`config.mk`:
```
export PLATFORM = sky130hd
export DESIGN_NAME = alu_share_arbiter
export DESIGN_NICKNAME = d
export VERILOG_FILES = /design/src/rtl/alu_share_arbiter.sv
export SDC_FILE = /design/constraint.sdc
export NUM_CORES = 1
export LEC_CHECK = 0
export BUFFER_PORTS_ARGS = -buffer_cell sky130_fd_sc_hd__buf_2
export CELL_PAD_IN_SITES_DETAIL_PLACEMENT = 1
export CELL_PAD_IN_SITES_GLOBAL_PLACEMENT = 2
export CORE_ASPECT_RATIO = 1.5
export CORE_MARGIN = 2
export CORE_UTILIZATION = 23
export DETAILED_ROUTE_END_ITERATION = 12
export PLACE_DENSITY_LB_ADDON = 0.1
export REMOVE_ABC_BUFFERS = 1
export SKIP_LAST_GASP = 1
export SLEW_MARGIN = 20
export SYNTH_ARGS = -nofsm -noshare
export SYNTH_HDL_FRONTEND = slang
export SYNTH_SLANG_ARGS = --single-unit
```
`constraint.sdc`:
```
create_clock -name clk -period 1.7 [get_ports clk]
set_input_delay 0.085 -clock clk [delete_from_list [all_inputs] [get_ports clk]]
set_output_delay 0.085 -clock clk [all_outputs]
set_load 0.005 [all_outputs]
```
`src/rtl/alu_share_arbiter.sv`:
```
// Round-robin arbiter sharing one ALU_7bit between two valid/ready requesters.
// One operation in flight: capture operands, hold them ALU_LAT cycles, register result/ZF, hand back.
module alu_share_arbiter #(
    parameter int W       = 7,
    parameter int ALU_LAT = 1
) (
    input  logic           clk,
    input  logic           reset,
    input  logic [1:0]     req_valid,
    output logic [1:0]     req_ready,
    input  logic [2*W-1:0] req_a,
    input  logic [2*W-1:0] req_b,
    input  logic [1:0]     req_op,
    output logic [W-1:0]   alu_a,
    output logic [W-1:0]   alu_b,
    output logic           alu_op,
    input  logic [W-1:0]   alu_result,
    input  logic           alu_zf,
    output logic [1:0]     rsp_valid,
    input  logic [1:0]     rsp_ready,
    output logic [W-1:0]   rsp_result,
    output logic           rsp_zf,
    output logic           busy
);

    localparam logic [1:0] S_IDLE   = 2'd0;
    localparam logic [1:0] S_EXEC   = 2'd1;
    localparam logic [1:0] S_RESP   = 2'd2;
    localparam logic [3:0] LAT_LAST = 4'(ALU_LAT - 1);

    logic [1:0]   state_q, state_d;
    logic         last_grant_q, last_grant_d;
    logic [3:0]   cnt_q, cnt_d;
    logic [W-1:0] alu_a_q, alu_a_d;
    logic [W-1:0] alu_b_q, alu_b_d;
    logic         alu_op_q, alu_op_d;
    logic [1:0]   rsp_valid_q, rsp_valid_d;
    logic [W-1:0] rsp_result_q, rsp_result_d;
    logic         rsp_zf_q, rsp_zf_d;

    logic         winner;
    logic         accept;

    // Tie goes to whichever port did not win last; ready is masked while reset is asserted.
    always_comb begin
        // NOTE: every combinational output gets a default first so no path leaves it unassigned (no latch).
        winner    = 1'b0;
        req_ready = 2'b00;
        if (req_valid == 2'b10) begin
            winner = 1'b1;
        end else if (req_valid == 2'b11) begin
            winner = ~last_grant_q;
        end
        if ((state_q == S_IDLE) && reset && (req_valid != 2'b00)) begin
            req_ready[winner] = 1'b1;
        end
    end

    assign accept = |(req_valid & req_ready);

    always_comb begin
        state_d      = state_q;
        last_grant_d = last_grant_q;
        cnt_d        = cnt_q;
        alu_a_d      = alu_a_q;
        alu_b_d      = alu_b_q;
        alu_op_d     = alu_op_q;
        rsp_valid_d  = rsp_valid_q;
        rsp_result_d = rsp_result_q;
        rsp_zf_d     = rsp_zf_q;
        case (state_q)
            S_IDLE: begin
                if (accept) begin
                    alu_a_d      = winner ? req_a[2*W-1:W] : req_a[W-1:0];
                    alu_b_d      = winner ? req_b[2*W-1:W] : req_b[W-1:0];
                    alu_op_d     = req_op[winner];
                    last_grant_d = winner;
                    cnt_d        = 4'd0;
                    state_d      = S_EXEC;
                end
            end
            S_EXEC: begin
                cnt_d = cnt_q + 4'd1;
                if (cnt_q == LAT_LAST) begin
                    rsp_result_d = alu_result;
                    rsp_zf_d     = alu_zf;
                    rsp_valid_d  = last_grant_q ? 2'b10 : 2'b01;
                    state_d      = S_RESP;
                end
            end
            S_RESP: begin
                if (rsp_ready[last_grant_q]) begin
                    rsp_valid_d = 2'b00;
                    state_d     = S_IDLE;
                end
            end
            default: state_d = S_IDLE;
        endcase
    end

    always_ff @(posedge clk) begin
        // NOTE: state registers use non-blocking assignments so every flop samples pre-edge values.
        if (!reset) begin
            state_q      <= S_IDLE;
            last_grant_q <= 1'b1;
            cnt_q        <= 4'd0;
            alu_a_q      <= '0;
            alu_b_q      <= '0;
            alu_op_q     <= 1'b0;
            rsp_valid_q  <= 2'b00;
            rsp_result_q <= '0;
            rsp_zf_q     <= 1'b0;
        end else begin
            state_q      <= state_d;
            last_grant_q <= last_grant_d;
            cnt_q        <= cnt_d;
            alu_a_q      <= alu_a_d;
            alu_b_q      <= alu_b_d;
            alu_op_q     <= alu_op_d;
            rsp_valid_q  <= rsp_valid_d;
            rsp_result_q <= rsp_result_d;
            rsp_zf_q     <= rsp_zf_d;
        end
    end

    assign alu_a      = alu_a_q;
    assign alu_b      = alu_b_q;
    assign alu_op     = alu_op_q;
    assign rsp_valid  = rsp_valid_q;
    assign rsp_result = rsp_result_q;
    assign rsp_zf     = rsp_zf_q;
    assign busy       = (state_q == S_EXEC) || (state_q == S_RESP);

endmodule

```
==> impl_metrics.yaml <==
outcome:
  status: "finished, final reports clean"
cts:
  cts_tree: "built"
  worst_skew_pair.late_latency_ns: 0.29
  cts_made_buffers: 5
  h-tree-depth: 2
  cts_buffer_depth: 2
  path_clk_slew_ns: 0.08
  cts.sinks: 32
  clk_root_buffer_cell: "clkbuf_8"
  cts_hold_buf: 0
worst_hold_path:
  hold_start: "alu_result[1]"
  hold_depth: 3
  worstHoldPathType: "primary input to register"
  worstHoldEndpoint: "rsp_result[1]$_SDFFE_PN0P_"
layout:
  area_delta_synth_final_pct: 41.2
  layout-drive-gt1-share_pct: 43.6
  fin_util_pct: 33.2
  final_nets: 290
  n_antenna_cell: 0
  stdcell_count: 317
  fillerInstances: 792
  design_area_um2: 2140
global_routing:
  grt_max_degree: 28
  grt_antenna_before_repair: 0
  grt_overflow_total: 0
  grt_first_pass_wirelength_um: 7150
  track_usage_pct: 12.3
  grt_pass1_vias: 1583
floorplan:
  fp.dieW_um: 70.2
  dieHeight_um: 103
  ios: 72
  coreArea_um2: 6440
  rows: 36
  start_util_pct: 23.5
  die_area_um2: 7260
power_and_ir_drop:
  total_leakage_power_nw: 0.980
  powerDensity_nw_per_um2: 1390
  power_mw: 2.97
  ir_worst_vdd_uv: 339
critical_path:
  end_kind: "output pin"
  r2r_slack_ns: 0.07
  r2r-end: "rsp_valid[1]$_SDFFE_PN0P_"
  crit_family: "buffers and inverters"
  crit_type: "register to output pin"
  crit_buf_inv: 3
  crit_required_ns: 1.62
  crit_slowest_cell: "dfxtp_1"
  startpoint_type: "register"
  max_stage_delay_ns: 0.39
  crit_chain: "inv_2 > ha_4 > o211ai_1 > buf_6 > nor2_1 > buf_2"
  reg2reg_from: "cnt_q[0]$_SDFFE_PN0P_"
  crit_arrival_ns: 1.55
  r2r.worst_path.cells: 5
  cp_max_fo: 13
detailed_routing:
  ant_nets: 0
  route.detailed.drc: 0
  vias: 1464
  finalWirelength_um: 4410
  vias_per_cell: 4.62
  wire_per_inst_um: 13.9
  first_iter_violations: 12
  first_pass_iters: 4
timing:
  layout_setup_ws_ns: 0.0633
  setup_viol: 0
  finalCriticalPeriod_ns: 1.64
  tns_ns: 0
  fmax_mhz: 611
  fin_crit_sh_pct: 96.3
  rsz0062_at_grt: "yes"
  max_slew_margin_pct: 70.0
  finalHoldViolations: 0
  skew_ns: 0.0104
  drv_slew: 0
  whs_ns: 0.0356
  max_slew.worst_pin.slew_ns: 0.448
placement:
  place_inst: 303
  post_dp_cell_area_um2: 1960
  place_ws_ns: -0.0360
  dpl.hpwl_um: 3230
  port_buffers: 71
  place_congestion: 0.730
yosys:
  yosys_warnings: 0
  syn-cell-area_um2: 1510
  synthTopCellsByArea: "dfxtp_1 (42%), mux2i_1 (19%), nand3_1 (5.6%)"
  ys_types: 27
  seq_area_frac_synth_pct: 42.3
  synthCells: 162
  ys_ff_latch: 32
  synth.avg_cell_area_um2: 9.35
  netlist.area_leader.share_pct: 42.3
  synth_area_leader_cell: "dfxtp_1"
run:
  maxCapViolations: 0
==> cell type report <==
cell class / count / area (µm²) / share of cell area [%]
multi-input cells: 108 / 818 / 38.3
flip-flops and latches: 32 / 643 / 30.1
repair buffers: 84 / 454 / 21.3
well taps: 76 / 95.1 / 4.45
clock buffers: 6 / 82.6 / 3.86
inverters: 9 / 33.8 / 1.58
clock inverters: 2 / 10.0 / 0.468
==> routing by layer <==
layer,track usage [%],part of all wire (%),vias to the layer above
li1,-,-,723
met1,13.1,40,686
met2,23.7,53,51
met3,2.91,6.0,4
met4,4.44,1.1,0
met5,0,0,-
==> where the power goes <==
group          switching [mW]  leakage (nW)  internal (mW)  total [mW]
combinational           0.643         0.665          0.649        1.29
clock                   0.300        0.0510          0.323       0.623
sequential              0.110         0.264          0.943        1.05
==> cells in the mapped netlist (all sizes together) <==
cell	instances
a31oi	1
a211oi	2
a2111o	1
a21boi	1
o21ai	16
dfxtp	32
nand2b	1
ha	6
inv	9
nor2	9
buf	8
a221oi	1
and4bb	1
nand3	17
o211ai	3
nand3b	2
nand2	8
or3b	1
a222oi	1
clkbuf	5
a21oi	3
mux2i	29
and3	2
a21o	2
or3	1
==> timing repair <==
item,4_1_cts,5_1_grt
gates cloned,0,1
buffers inserted,3,2
setup endpoints to repair,6,11
pin swaps,2,5
gates resized for setup,3,10
==> worst reg2reg max path, cell delays in order (launching register included) <==
cell and delay, ns:
dfxtp_2 0.33, inv_2 0.08, ha_4 0.12, or3b_4 0.39, a221oi_4 0.36, mux2i_1 0.26
==> state kept, by name (all words and copies together) (netlist names) <==
register      cells
rsp_zf            1
cnt_q             4
alu_b             7
rsp_result        7
state_q           2
last_grant_q      1
rsp_valid         2
alu_op            1
alu_a             7
==> how the worst max path moves through the flow <==
stage / start / endpoint / slack (ns) / cells after the start
4_1_cts: state_q[0]$_SDFFE_PN0P_ / req_ready[0] / -0.03 / 6
3_3_place_gp: cnt_q[0]$_SDFFE_PN0P_ / state_q[0]$_SDFFE_PN0P_ / 0.06 / 5
5_1_grt: state_q[0]$_SDFFE_PN0P_ / req_ready[0] / -0.03 / 6
6_report: state_q[0]$_SDFFE_PN0P_ / req_ready[0] / 0.06 / 6
2_1_floorplan: last_grant_q$_SDFFE_PN1P_ / alu_a[2]$_SDFFE_PN0P_ / -0.89 / 3
3_5_place_dp: cnt_q[0]$_SDFFE_PN0P_ / state_q[0]$_SDFFE_PN0P_ / -0.04 / 5
==> placed cells by master (no fill, tap or decap), types with 2 or more instances in the layout <==
| master | netlist | routed |
|---|---|---|
| buf_2 | 6 | 72 |
| dfxtp_1 | 32 | 30 |
| mux2i_1 | 29 | 29 |
| nand3_1 | 17 | 17 |
| buf_4 | 2 | 11 |
| o21ai_0 | 10 | 10 |
| nor2_1 | 9 | 9 |
| nand2_1 | 8 | 8 |
| o21ai_1 | 6 | 6 |
| clkbuf_8 | 0 | 6 |
| inv_1 | 9 | 5 |
| inv_2 | 0 | 4 |
| o211ai_1 | 3 | 3 |
| a21oi_1 | 3 | 3 |
| ha_1 | 6 | 3 |
| and3_1 | 2 | 2 |
| a211oi_1 | 2 | 2 |
| nand3b_1 | 2 | 2 |
| a21o_1 | 2 | 2 |
| ha_4 | 0 | 2 |
| clkinv_2 | 0 | 2 |
| dfxtp_2 | 0 | 2 |
==> cells by family after synthesis <==
| logic type | synth area share, % |
|---|---|
| fa+ha+maj | 4.96 |
| mux | 19.2 |
| buf+inv | 6.45 |
| flops | 42.3 |
| compound gates | 13.1 |
| simple gates | 14.0 |
Power figures use the tool's default switching activity.
